## src/rtl/seed_random_3_data_path.sv

```systemverilog
// Blackjack card source datapath: free-running 16-bit Fibonacci LFSR whose
// current state is mapped to {2'b00, suit, rank 1..13} and registered on request.

module seed_random_3_data_path_modstage #(
  parameter logic [7:0] K   = 8'd13,
  parameter int         W_O = 8
) (
  input  logic [7:0]     x_i,
  output logic [W_O-1:0] y_o
);
  logic [7:0] y;

  always_comb begin
    y   = (x_i >= K) ? (x_i - K) : x_i;
    y_o = W_O'(y);
  end
endmodule

module seed_random_3_data_path #(
  parameter logic [15:0] SEED = 16'hACE1
) (
  input  logic       clk_dp_i,
  input  logic       rst_dp_i,
  input  logic       req_card_state_dp_i,
  output logic [7:0] card_to_send_dp_o
);
  localparam logic [15:0] RST_VAL = (SEED == 16'h0000) ? 16'h0001 : SEED;
  localparam int          STAGES  = 4;

  logic [15:0] lfsr_q, lfsr_d;
  logic [7:0]  card_q, card_d;
  logic        fb;

  always_comb begin
    fb     = lfsr_q[15] ^ lfsr_q[13] ^ lfsr_q[12] ^ lfsr_q[10];
    lfsr_d = {lfsr_q[14:0], fb};
  end

  // x mod 13 for x in 0..255: conditional subtract of 13*16, 13*8, 13*4, 13*2, 13.
  // Each stage leaves the residue below its own constant, so one pass is exact.
  logic [STAGES:0][7:0] rem;
  logic [3:0]           rem_fin;
  logic [3:0]           rank;

  assign rem[0] = lfsr_q[7:0];

  for (genvar g = 0; g < STAGES; g++) begin : g_mod
    localparam logic [7:0] K = 8'd208 >> g;
    seed_random_3_data_path_modstage #(.K(K), .W_O(8)) u_stage (
      .x_i (rem[g]),
      .y_o (rem[g+1])
    );
  end

  seed_random_3_data_path_modstage #(.K(8'd13), .W_O(4)) u_stage_last (
    .x_i (rem[STAGES]),
    .y_o (rem_fin)
  );

  always_comb begin
    rank   = rem_fin + 4'd1;
    card_d = req_card_state_dp_i ? {2'b00, lfsr_q[9:8], rank} : card_q;
  end

  always_ff @(posedge clk_dp_i or negedge rst_dp_i) begin
    if (!rst_dp_i) begin
      lfsr_q <= RST_VAL;
      card_q <= 8'h00;
    end else begin
      lfsr_q <= lfsr_d;
      card_q <= card_d;
    end
  end

  assign card_to_send_dp_o = card_q;
endmodule

```

## config.mk

```make
export PLATFORM = sky130hd
export DESIGN_NAME = seed_random_3_data_path
export DESIGN_NICKNAME = d
export VERILOG_FILES = /design/src/rtl/seed_random_3_data_path.sv
export SDC_FILE = /design/constraint.sdc
export NUM_CORES = 1
export LEC_CHECK = 0
export ABC_AREA = 1
export CORE_ASPECT_RATIO = 1.4
export CORE_UTILIZATION = 50
export CTS_CLUSTER_SIZE = 25
export DETAILED_ROUTE_END_ITERATION = 16
export GPL_ROUTABILITY_DRIVEN = 1
export PLACE_DENSITY = 0.69
export SLEW_MARGIN = 10
export SYNTH_ARGS = -nofsm -noshare
export SYNTH_HDL_FRONTEND = slang
export SYNTH_HIERARCHICAL = 1
export SYNTH_SLANG_ARGS = --single-unit
export TNS_END_PERCENT = 20
```

## constraint.sdc

```tcl
create_clock -name clk_dp_i -period 4.6 [get_ports clk_dp_i]
set_input_delay 1.15 -clock clk_dp_i [delete_from_list [all_inputs] [get_ports clk_dp_i]]
set_output_delay 1.15 -clock clk_dp_i [all_outputs]
set_load 0.05 [all_outputs]
```

Word-level counts from Yosys, hierarchy flattened:

Index checks and enable logic that the tools add are counted.

* flip-flop bits (word level): 22
* input bits: 3
* output and inout port bits: 8
* logic and storage cells: 21

* add/sub/neg operators: 6
* magnitude comparators: 5
* multiplexer cells: 5
* bitwise logic cells: 3

Operators by type and width (count)
* 8-bit 2-to-1 mux: 4
* 8-bit by 4-bit >= comparator with 1-bit output (second input constant): 1
* 8-bit by 5-bit >= comparator with 1-bit output (second input constant): 1
* 8-bit by 6-bit >= comparator with 1-bit output (second input constant): 1
* 8-bit by 7-bit >= comparator with 1-bit output (second input constant): 1
* 8-bit >= comparator (second input constant): 1
* 8-bit by 5-bit subtractor with 8-bit output (second input constant): 1
* 8-bit by 6-bit subtractor with 8-bit output (second input constant): 1
* 8-bit by 7-bit subtractor with 8-bit output (second input constant): 1
* 8-bit subtractor (second input constant): 1
* 4-bit by 1-bit adder with 4-bit output (second input constant): 1
* 4-bit 2-to-1 mux: 1
* 4-bit subtractor (second input constant): 1
* 1-bit XOR: 3

Longest topological paths before layout:

* word-level depth: 11
* depth in mapped cells: 37
* depth with buffers taken out: 37

Modules after synthesis:

The synthesis kept the hierarchy.

By module, submodules not included
* seed_random_3_data_path: times used 1, cells an instance 55, area each 737.0 um^2, seq. area each 560.5 um^2
* seed_random_3_data_path_modstage at g_mod[2].u_stage: times used 1, cells an instance 45, area each 274.0 um^2, seq. area each 0.0 um^2
* seed_random_3_data_path_modstage at g_mod[3].u_stage: times used 1, cells an instance 49, area each 240.2 um^2, seq. area each 0.0 um^2
* seed_random_3_data_path_modstage at g_mod[0].u_stage: times used 1, cells an instance 35, area each 183.9 um^2, seq. area each 0.0 um^2
* seed_random_3_data_path_modstage at g_mod[1].u_stage: times used 1, cells an instance 32, area each 170.2 um^2, seq. area each 0.0 um^2
* seed_random_3_data_path_modstage at u_stage_last: times used 1, cells an instance 32, area each 160.2 um^2, seq. area each 0.0 um^2

Worst setup path after synthesis:

OpenSTA, ideal clock, no wires.

* path kind: flip-flop to flip-flop
* start point: reg lfsr_q[5]
* end point: reg card_q[2] (netlist: card_to_send_dp_o[2])
* library setup time: 0.123 ns
* arrival time: 3.872 ns
* data required time: 4.477 ns
* path slack: 0.606 ns
* cell stages (with the launch flop): 36
* buffers on the path: 0
* clock period less this slack: 3.994 ns
* path through: dfstp_2 > inv_1 > ha_1 > inv_1 > nand3_1 > o21ai_2 > nand2_1 > nand2_1 > nand2_2 > clkinv_2 > nand2_4 > nand3_1 > nand2_1 > inv_1 > ha_1 > nor2_4 > nor2_4 > nand2_4 > nand2_1 > nand2_1 > inv_1 > nand2_1 > nor2_1 > nand2_4 > nand2_1 > nand2_1 > inv_1 > ha_1 > inv_1 > o21ai_2 > nand2_2 > nand2_1 > nand2_1 > ha_1 > xnor2_1 > o21ai_1

RTL lines
* start, declared: RTL line 30 `logic [15:0] lfsr_q, lfsr_d;`
* start signal, assigned: RTL line 70 `lfsr_q <= lfsr_d;`
* end signal, assigned: RTL line 71 `card_q <= card_d;`
* end, declared: RTL line 31 `logic [7:0] card_q, card_d;`

==> results.sh <==
export IMPL_status="finished, final reports clean"
export IMPL_fin_nets=264
export IMPL_grt_pass1_vias=1203
export IMPL_cts_tree="built"
export IMPL_tightest_slew_ns=0.869
export IMPL_finalHoldViolations=0
export IMPL_worstPathRequired_ns=4.74
export IMPL_grt_pass1_wl_mm=4.75
export IMPL_fin_crit_ns=4.25
export IMPL_synth_warnings=6
export IMPL_setup_tns_ns=0
export IMPL_core_mm2=0.00338
export IMPL_port_buffer_count=8
export IMPL_cp_arrival_ns=4.39
export IMPL_grt_max_degree=23
export IMPL_min_path_cells=0
export IMPL_worst_path_stages=35
export IMPL_die_y_um=72.3
export IMPL_cts_sinks=22
export IMPL_synth_area_leader_cell="dfrtp_1"
export IMPL_finalMaxSlewViolations=0
export IMPL_synth_edf_count=0
export IMPL_reg2regPathDepth=35
export IMPL_ant_nets=0
export IMPL_setup_viol=0
export IMPL_io_pins=11
export IMPL_synth_commonest_cells="nand2_1 (87), inv_1 (32), nand3_1 (25)"
export IMPL_synth_area_mm2=0.00177
export IMPL_wire_per_inst_um=9.98
export IMPL_synth_ff_type="dfrtp_1"
export IMPL_clk_pin_slew_ns=0.07
export IMPL_fp_row_count=25
export IMPL_max_freq_mhz=235
export IMPL_gp_congestion=0.801
export IMPL_drv_cap=0
export IMPL_total_power_uw=323
export IMPL_drive_gt1_share_pct=21.9
export IMPL_viasPerCell=4.68
export IMPL_cts_max_path_buffers=2
export IMPL_drt_initial_drc_count=22
export IMPL_ir_drop_mv=0.233
export IMPL_min_period_over_period_pct=92.4
export IMPL_critPathTopFamily="simple AND/OR/NAND/NOR gates"
export IMPL_cts_buffers=3
export IMPL_relSlewSlack_pct=41.9
export IMPL_end_kind="flop"
export IMPL_cpPeakStageDelay_ns=0.55
export IMPL_dp_hpwl_mm=2.22
export IMPL_cts_root_buf="clkbuf_8"
export IMPL_ys_seq_area_share_pct=31.8
export IMPL_clock_skew_final_ns=0.00431
export IMPL_crit_buf_inv=7
export IMPL_yosysMostFrequentCell="nand2_1"
export IMPL_clock_latency_ns=0.25
export IMPL_drt_pass1_iterations=4
export IMPL_antenna_found_initial=0
export IMPL_hold_path_class="reg -> reg"
export IMPL_crit_fanout=6
export IMPL_n_antenna_cell=0
export IMPL_critPathKind="reg -> reg"
export IMPL_synth_area_leaders="dfrtp_1 (20%), nand2_1 (18%), dfstp_2 (12%)"
export IMPL_slowest_stage="dfstp_2"
export IMPL_syn_to_final_growth_pct=9.71
export IMPL_synth_top_cell_area_share_pct=19.8
export IMPL_crit_path_start_kind="flop"
export IMPL_die_area_mm2=0.00378
export IMPL_place_area_mm2=0.00181
export IMPL_avgSynthCellArea_um2=7.12
export IMPL_syn_inst=248
export IMPL_ys_ff_latch=22
export IMPL_synth_cell_types=31
export IMPL_initial_core_util_pct=52.3
export IMPL_vias=1362
export IMPL_async_reset_ff_share_pct=100
export IMPL_htreeDepth=1
export IMPL_die_w_um=52.2
export IMPL_leakage_nw=1.01
export IMPL_wl_mm=2.91
export IMPL_drc_errors=0
export IMPL_p_per_area_mw_per_mm2=167
export IMPL_fin_area_mm2=0.00194
export IMPL_grt_overflow=0
export IMPL_grt_use_total_pct=16.2
==> cell usage in the layout (no fill, tap or decap), types with 3 or more instances in the layout <==
master           synthesis  final
dfrtp_1                 14     14
a21oi_1                  3      3
clkinv_2                 3      3
nand2_2                  4     11
nor2_1                  12      9
nor2_2                   2      4
nand3_1                 25     24
inv_1                   32     30
nand2_4                  5      6
clkbuf_8                 0      3
nor2_4                   3      4
ha_1                     9      6
dfstp_2                  8      8
xnor2_1                  7      7
clkdlybuf4s50_1          0      8
nand2_1                 87     79
inv_2                    2      4
==> what timing repair did <==
| item | in CTS | in global routing |
|---|---|---|
| setup buffers | 0 | 2 |
| gates resized for setup | 0 | 21 |
| setup endpoints to repair | 0 | 4 |
| hold buffers | 0 | 0 |
| hold endpoints to repair | 0 | 0 |
==> metrics by stage <==
stage | util (%) | std cells | hold WS, ns | setup WS, ns
5_1_grt | 57.3 | 291 | 0.389 | -0.0805
6_report | 57.3 | 291 | 0.369 | 0.350
2_1_floorplan | - | 249 | 0.333 | 0.606
4_1_cts | 54.9 | 289 | 0.372 | 0.00922
3_3_place_gp | 53.6 | 285 | 0.339 | 0.113
3_5_place_dp | 53.6 | 285 | 0.340 | 0.0278
==> logic make-up after synthesis <==
group,synth area share (%)
buf+inv,13.4
flops,31.8
other cells,0.212
compound gates,4.32
fa+ha+maj,6.38
simple gates,39.5
xor+xnor,4.47
==> layer usage <==
| layer | wire [um] | track usage (%) | part of all wire, % |
|---|---|---|---|
| met3 | 32 | 1.89 | 1.1 |
| met1 | 1300 | 20.8 | 45 |
| met2 | 1570 | 28.8 | 54 |
| met5 | 0 | 0 | 0 |
| met4 | 6 | 3.51 | 0.21 |
==> area by class of cell <==
cell class                 instances  area, um^2
sequential                        22         561
fill                             332        1440
timing repair buffer              10        95.1
tap                               40        50.0
inverter                          38         146
multi-input combinational        177        1040
clock buffer                       4        45.0
==> report_power, final <==
group	internal, mW	switching [mW]	leakage (nW)	total, mW
clock	0.0615	0.0524	0.0228	0.114
combinational	0.00305	0.0112	0.708	0.0142
sequential	0.194	0.000357	0.275	0.195
total	0.259	0.0640	1.01	0.323
==> final timing paths <==
path,startpoint,to,slack (ns)
max,lfsr_q[5],card_to_send_dp_o[2],0.35
min,lfsr_q[14],lfsr_q[15],0.37
max reg2reg,lfsr_q[5],card_to_send_dp_o[2],0.35
min reg2reg,lfsr_q[14],lfsr_q[15],0.37
max in group asynchronous,rst_dp_i,lfsr_q[8],2.67
min in group asynchronous,rst_dp_i,card_to_send_dp_o[2],1.39
==> registers in the layout (all words and copies together), names as in the netlist <==
register	count
lfsr_q	16
card_to_send_dp_o	6
(Power assumes the default switching activity.)
